$ cat src/rtl/add_pkg.sv
// Shared definitions for the adder job path: controller state encoding and
// default widths/delays reused by the worker and the top level.
package add_pkg;

    localparam int unsigned ADD_W         = 3;
    localparam int unsigned ADD_SUM_DELAY = 2;
    localparam int unsigned ADD_TIMEOUT   = 2048;

    typedef enum logic [2:0] {
        IDLE,
        LAUNCH,
        WAIT_DONE,
        CAPTURE,
        RESP
    } add_state_t;

endpackage

$ cat src/rtl/add_job_timer.sv
// Clear/enable up-counter that saturates at TERMINAL and flags when it is there.
module add_job_timer #(
    parameter int unsigned WIDTH    = 4,
    parameter int unsigned TERMINAL = 1
) (
    input  logic clk,
    input  logic reset,
    input  logic clear,
    input  logic enable,
    output logic tc
);

    localparam logic [WIDTH-1:0] TC_VALUE = WIDTH'(TERMINAL);

    logic [WIDTH-1:0] count;

    always_ff @(posedge clk) begin
        if (reset || clear) begin
            count <= '0;
        end else if (enable && (count != TC_VALUE)) begin
            count <= count + WIDTH'(1);
        end
    end

    assign tc = (count == TC_VALUE);

endmodule

$ cat src/rtl/add_job_ctrl.sv
// Initiator for the enable/done adder worker: takes operand pairs on a
// valid/ready request, launches the worker, and returns the sum or a timeout.
module add_job_ctrl
    import add_pkg::*;
#(
    parameter int unsigned W         = ADD_W,
    parameter int unsigned SUM_DELAY = ADD_SUM_DELAY,
    parameter int unsigned TIMEOUT   = ADD_TIMEOUT
) (
    input  logic         clk,
    input  logic         reset,
    input  logic         req_valid,
    output logic         req_ready,
    input  logic [W-1:0] req_a,
    input  logic [W-1:0] req_b,
    output logic         rsp_valid,
    input  logic         rsp_ready,
    output logic [W-1:0] rsp_sum,
    output logic         rsp_timeout,
    output logic         add_enable,
    output logic [W-1:0] add_num1,
    output logic [W-1:0] add_num2,
    input  logic         add_done,
    input  logic [W-1:0] add_sum,
    output logic         busy
);

    localparam int unsigned TW = $clog2(TIMEOUT) + 1;
    localparam int unsigned DW = $clog2(SUM_DELAY) + 1;

    add_state_t state;
    add_state_t state_next;
    logic       timeout_tc;
    logic       delay_tc;

    // Timer is 0 in the first WAIT_DONE cycle, so tc marks the TIMEOUT-th one.
    add_job_timer #(.WIDTH(TW), .TERMINAL(TIMEOUT - 1)) u_timeout (
        .clk    (clk),
        .reset  (reset),
        .clear  (state == LAUNCH),
        .enable (state == WAIT_DONE),
        .tc     (timeout_tc)
    );

    // Cycle t+k after the done pulse sees count k-1; capture on the SUM_DELAY-th.
    add_job_timer #(.WIDTH(DW), .TERMINAL(SUM_DELAY - 1)) u_delay (
        .clk    (clk),
        .reset  (reset),
        .clear  ((state == WAIT_DONE) && add_done),
        .enable (state == CAPTURE),
        .tc     (delay_tc)
    );

    always_comb begin
        state_next = state;
        case (state)
            IDLE:      if (req_valid) state_next = LAUNCH;
            LAUNCH:    state_next = WAIT_DONE;
            WAIT_DONE: begin
                if (add_done)        state_next = CAPTURE;
                else if (timeout_tc) state_next = RESP;
            end
            CAPTURE:   if (delay_tc) state_next = RESP;
            RESP:      if (rsp_ready) state_next = IDLE;
            default:   state_next = IDLE;
        endcase
    end

    always_ff @(posedge clk) begin
        if (reset) begin
            state       <= IDLE;
            add_num1    <= '0;
            add_num2    <= '0;
            rsp_sum     <= '0;
            rsp_timeout <= 1'b0;
        end else begin
            state <= state_next;
            case (state)
                IDLE: begin
                    if (req_valid) begin
                        add_num1 <= req_a;
                        add_num2 <= req_b;
                    end
                end
                WAIT_DONE: begin
                    if (!add_done && timeout_tc) begin
                        rsp_sum     <= '0;
                        rsp_timeout <= 1'b1;
                    end
                end
                CAPTURE: begin
                    if (delay_tc) begin
                        rsp_sum     <= add_sum;
                        rsp_timeout <= 1'b0;
                    end
                end
                default: ;
            endcase
        end
    end

    assign req_ready  = (state == IDLE);
    assign busy       = (state != IDLE);
    assign add_enable = (state == LAUNCH);
    assign rsp_valid  = (state == RESP);

endmodule

$ cat config.mk
export PLATFORM = sky130hd
export DESIGN_NAME = add_job_ctrl
export DESIGN_NICKNAME = d
export VERILOG_FILES = /design/src/rtl/add_pkg.sv /design/src/rtl/add_job_timer.sv /design/src/rtl/add_job_ctrl.sv
export SDC_FILE = /design/constraint.sdc
export NUM_CORES = 1
export LEC_CHECK = 0
export CORE_MARGIN = 3
export CORE_UTILIZATION = 40
export CTS_BUF_LIST = sky130_fd_sc_hd__clkbuf_2
export CTS_CLUSTER_DIAMETER = 120
export DETAILED_ROUTE_END_ITERATION = 10
export HOLD_SLACK_MARGIN = 0.12
export PLACE_DENSITY_LB_ADDON = 0.1
export SYNTH_ARGS = -nofsm -noshare
export SYNTH_HDL_FRONTEND = slang
export SYNTH_SLANG_ARGS = --single-unit
export TNS_END_PERCENT = 10
$ cat constraint.sdc
create_clock -name clk -period 3.8 [get_ports clk]
set_clock_uncertainty 0.2 [all_clocks]
set_input_delay 0.76 -clock clk [delete_from_list [all_inputs] [get_ports clk]]
set_output_delay 0.76 -clock clk [all_outputs]
set_load 0.01 [all_outputs]
# --- Word level (Yosys, flattened, before mapping) ---
# Cells that the tools add are included.
totals:
  reg_bits: 27
  input_bits: 14
  output_inout_bits: 14
  word_cells: 47
classes:
  n_addsub: 2
  eq_ne: 13
  n_mux: 12
  reduce_logical: 13
op_table:
  columns: ["op", "n"]
  rows:
  - ["$mux 3", 7]
  - ["$pmux 3 s5", 1]
  - ["$add 12x1->12 const B", 1]
  - ["$eq 12x11->1 const B", 1]
  - ["$ne 12x11->1 const B", 1]
  - ["$eq 3x2->1 const B", 2]
  - ["$ne 2x2->1 const B", 3]
  - ["$pmux 3 s2", 1]
  - ["$logic_and 1x1->1", 4]
  - ["$ne 2x1->1 const B", 2]
  - ["$reduce_and 4->1", 1]
  - ["$eq 3x1->1 const B", 1]
  - ["$eq 3x3->1 const B", 1]
  - ["$logic_not 3->1", 1]
  - ["$ne 3x3->1 const B", 1]
  - ["$reduce_and 3->1", 1]
  - ["$reduce_bool 3->1", 1]
  - ["$add 2x1->2 const B", 1]
  - ["$eq 2x1->1 const B", 1]
  - ["$logic_or 1x1->1", 2]
  - ["$mux 1", 2]
  - ["$pmux 1 s2", 1]
  - ["$reduce_and 2->1", 1]
  - ["$reduce_bool 2->1", 1]
  - ["$logic_not 1->1", 1]

# --- Longest topological paths before layout ---
logic_depth:
  word_depth: 4
  ltp_mapped: 7
  mapped_depth_nobuf: 6

# --- Hierarchy ---
# From an unflattened synthesis, not the netlist that was laid out.
hier_totals:
  hier_cells: 146
  area_unflattened_um2: 1323.8
by_module_without_submodules:
  columns: ["mod", "instances", "cells_per_inst", "area_per_inst_um2"]
  rows:
  - ["add_job_timer (u_timeout)", 1, 74, 615.6]
  - ["add_job_ctrl", 1, 63, 603.1]
  - ["add_job_timer (u_delay)", 1, 9, 105.1]

# --- Worst setup path before layout ---
# OpenSTA, ideal clock, no wires.
synth_timing:
  kind: "flip-flop to output port"
  startpoint: "reg state[0]"
  endpoint: "out req_ready"
  t_arrival_ps: 1041
  required_ps: 2840
  setup_slack_ps: 1799
  path_stages_with_launch: 4
  path_buffers: 1
  path_cell_list: "dfxtp_1 > buf_2 > or3_1 > inv_1"
synth_via:
  elab_chain_cells: 1
synth_rtl:
  columns: ["item", "line_no", "text"]
  rows:
  - ["from (decl)", "add_job_ctrl.sv:31", "add_state_t state;"]
  - ["from (signal assigned)", "add_job_ctrl.sv:77", "state <= state_next;"]
  - ["$logic_not 3->1", "add_job_ctrl.sv:102", "assign req_ready = (state == IDLE);"]
  - ["to (decl)", "add_job_ctrl.sv:13", "output logic req_ready,"]
# Every way passes these cells.

# --- Final worst setup path ---
layout_timing:
  startpoint: "reg state[0]"
  endpoint: "out add_enable"
layout_via:
  elab_chain_cells: 1
layout_rtl:
  columns: ["item", "line_no", "text"]
  rows:
  - ["$eq 3x1->1", "add_job_ctrl.sv:104", "assign add_enable = (state == LAUNCH);"]
  - ["to (decl)", "add_job_ctrl.sv:20", "output logic add_enable,"]
# Every way passes these cells.

==> impl_metrics.json <==
{
  "status": "finished clean",
  "synth_fa_ha_area_share_pct": 1.86,
  "syn_area_sq_um": 1340,
  "antenna_found_initial": 0,
  "yosys-mux-area-fraction_pct": 4.47,
  "async_flop_share_pct": 0,
  "port_buffers": 27,
  "clock-sinks": 27,
  "drtIter0Drc": 58,
  "vias": 1165,
  "hold_viol_final": 0,
  "drv_slew": 0,
  "fmax_ghz": 0.338,
  "path_class": "reg2out",
  "grt_pass1_wl_um": 4730,
  "dieArea_sq_um": 4090,
  "ant_nets": 0,
  "reg2reg_to": "rsp_timeout",
  "endpoint_kind": "output port",
  "die_x_um": 64.0,
  "h-tree-depth": 1,
  "timing.rr.start": "u_timeout.count[0]",
  "synth_compound_area_share_pct": 17.7,
  "start_kind": "register",
  "clk_path_buf_depth": 2,
  "required_ns": 2.84,
  "synth-xor-area-share_pct": 1.30,
  "p_int_w": 0.000520,
  "synth_seq_cells": 27,
  "final_nets": 188,
  "place_congestion": 0.773,
  "period_minus_slack_ns": 2.96,
  "pwr-share-clk_pct": 13.8,
  "crit_path_start": "state[0]",
  "synth_top_family_by_area": "simple AND/OR/NAND/NOR gates",
  "drc": 0,
  "post-cts-setup-buffers": 0,
  "p_sw_w": 0.000301,
  "synth_cells": 148,
  "slew_headroom_pct": 55.2,
  "maxCapViolCount": 0,
  "die_y_um": 64.0,
  "fill_cells": 315,
  "routed_wirelength_um": 2850,
  "synth_edf_count": 0,
  "place_hpwl_um": 2110,
  "worst_slew_pin_slew_ns": 0.666,
  "switching_share_pct": 36.7,
  "cts_resized": 0,
  "layout_common_cells": "27 x dfxtp_1, 27 x clkdlybuf4s50_1, 15 x a21oi_1",
  "syn_to_final_growth_pct": 22.9,
  "syn-num-nets": 164,
  "fin_crit_sh_pct": 77.9,
  "start_util_pct": 43.0,
  "final_util_pct": 52.8,
  "ys_types": 41,
  "combinationalPowerShare_pct": 40.0,
  "grt_max_degree": 17,
  "vias_per_cell": 5.42,
  "cts_buffers": 3,
  "boundaryPins": 28,
  "leakage_nw": 0.542,
  "clk_latency_ns": 0.36,
  "synth_ff_type": "dfxtp_1",
  "hp-class": "reg2reg",
  "setup_violations": 0,
  "postCtsHoldBufs": 0,
  "crit_end": "add_enable",
  "yosys.area_share.simple_pct": 30.4,
  "rrSetupSlack_ns": 1.55,
  "syn-mean-instance-area_sq_um": 9.08,
  "rows": 20,
  "ff2ff_path_depth": 5,
  "critical_path_arrival_ns": 2.00,
  "layout-drive-gt1-share_pct": 5.85,
  "n_antenna_cell": 0,
  "dr.pass1.iters": 4,
  "yosys_warnings": 0,
  "path_max_fanout": 12,
  "power_density_nw_per_um2": 497,
  "clockRootBuffer": "clkbuf_2",
  "core_area_sq_um": 3130,
  "cts_tree": "done",
  "ys_seq_area_share_pct": 40.2,
  "vdd_drop_max_mv": 0.291,
  "seqPwrFrac_pct": 46.2,
  "grt_pass1_vias": 1045,
  "drt-wirelength-per-cell_um": 13.3,
  "fin_setup_tns_ns": 0,
  "gr-total-overflow": 0,
  "track_usage_pct": 14.1,
  "rsz0062_at_grt": "no",
  "cts.reportedPaths.clkPinSlew_ns": 0.26
}
-- power groups by stage --
stage,combinational (W),clock [W],sequential (W)
2_1_floorplan,0.000237,0,0.000357
3_3_place_gp,0.000324,0,0.000385
3_5_place_dp,0.000330,0,0.000385
4_1_cts,0.000332,0.000119,0.000379
5_1_grt,0.000358,0.000130,0.000388
6_report,0.000328,0.000113,0.000380
-- layer usage --
layer  share of wire [%]  vias up  GRT usage [%]
li1                    -      605              -
met1                  47      539           17.7
met2                  48       19           23.5
met3                 3.9        2           4.04
met4                0.67        0           4.04
met5                   0        -              0
-- Yosys cell counts, types with 2 or more instances --
cell	instances	area share [%]
a211oi_1	2	1.1
a21oi_1	15	5.6
and4_1	2	1.3
buf_2	2	0.74
buf_4	2	1.1
clkbuf_1	3	0.84
dfxtp_1	27	40
ha_1	2	1.9
inv_1	4	1.1
mux2i_1	6	4.5
nand2_1	7	2.0
nand3_1	9	3.4
nor2_1	12	3.4
nor3_1	7	2.6
nor3b_1	2	1.1
nor4_1	2	0.93
nor4b_1	2	1.3
o211ai_1	3	1.7
o21a_1	2	1.1
o21ai_0	3	1.1
o311ai_0	2	1.3
o31ai_1	7	3.9
o41ai_1	2	1.3
or3_1	3	1.4
or4_1	3	1.7
or4b_1	2	1.5
-- state kept, by name, summed over array words and instances (netlist names) --
signal and count:
add_num1 3, rsp_timeout 1, rsp_sum 3, state 3, u_timeout.count 12, u_delay.count 2, add_num2 3
-- critical path, stage by stage (launching register included) --
cell	delay (ns)
dfxtp_1	0.67
nor3b_1	0.37
clkdlybuf4s50_1	0.60
-- cells by family (layout without fill, tap and decap cells) --
group	Yosys count	after routing
flops	27	27
compound gates	37	37
mux	6	6
simple gates	62	62
buf+inv	12	35
fa+ha+maj	2	2
xor+xnor	2	2
-- worst min path at each step --
| stage | from | endpoint | slack, ns | cells after the start |
|---|---|---|---|---|
| 5_1_grt | rsp_sum[2] | rsp_sum[2] | 0.32 | 2 |
| 2_1_floorplan | u_timeout.count[10] | u_timeout.count[10] | 0.25 | 2 |
| 4_1_cts | u_timeout.count[10] | u_timeout.count[10] | 0.31 | 2 |
| 6_report | u_timeout.count[10] | u_timeout.count[10] | 0.31 | 2 |
| 3_3_place_gp | rsp_sum[1] | rsp_sum[1] | 0.26 | 2 |
| 3_5_place_dp | u_timeout.count[10] | u_timeout.count[10] | 0.28 | 2 |
-- through the flow --
stage / power [W] / area [sq um] / hold WS, ns / cells / setup slack, ns
detailed placement: 0.000715 / 1630 / 0.279 / 211 / 1.06
global placement: 0.000709 / 1630 / 0.263 / 211 / 1.17
floorplan: 0.000594 / 1340 / 0.253 / 148 / 1.80
finish: 0.000821 / 1650 / 0.311 / 215 / 0.839
global route: 0.000876 / 1650 / 0.316 / 215 / 0.649
CTS: 0.000830 / 1650 / 0.308 / 215 / 0.813
-- layout make-up --
cell class	count	area, sq um	share of cell area (%)
Multi-Input combinational cell	109	748	45.3
Sequential cell	27	541	32.7
Timing Repair Buffer	27	270	16.4
Tap cell	44	55.1	3.33
Clock buffer	3	15.0	0.909
Inverter	4	15.0	0.909
Clock inverter	1	7.51	0.455
(Power assumes the default switching activity.)
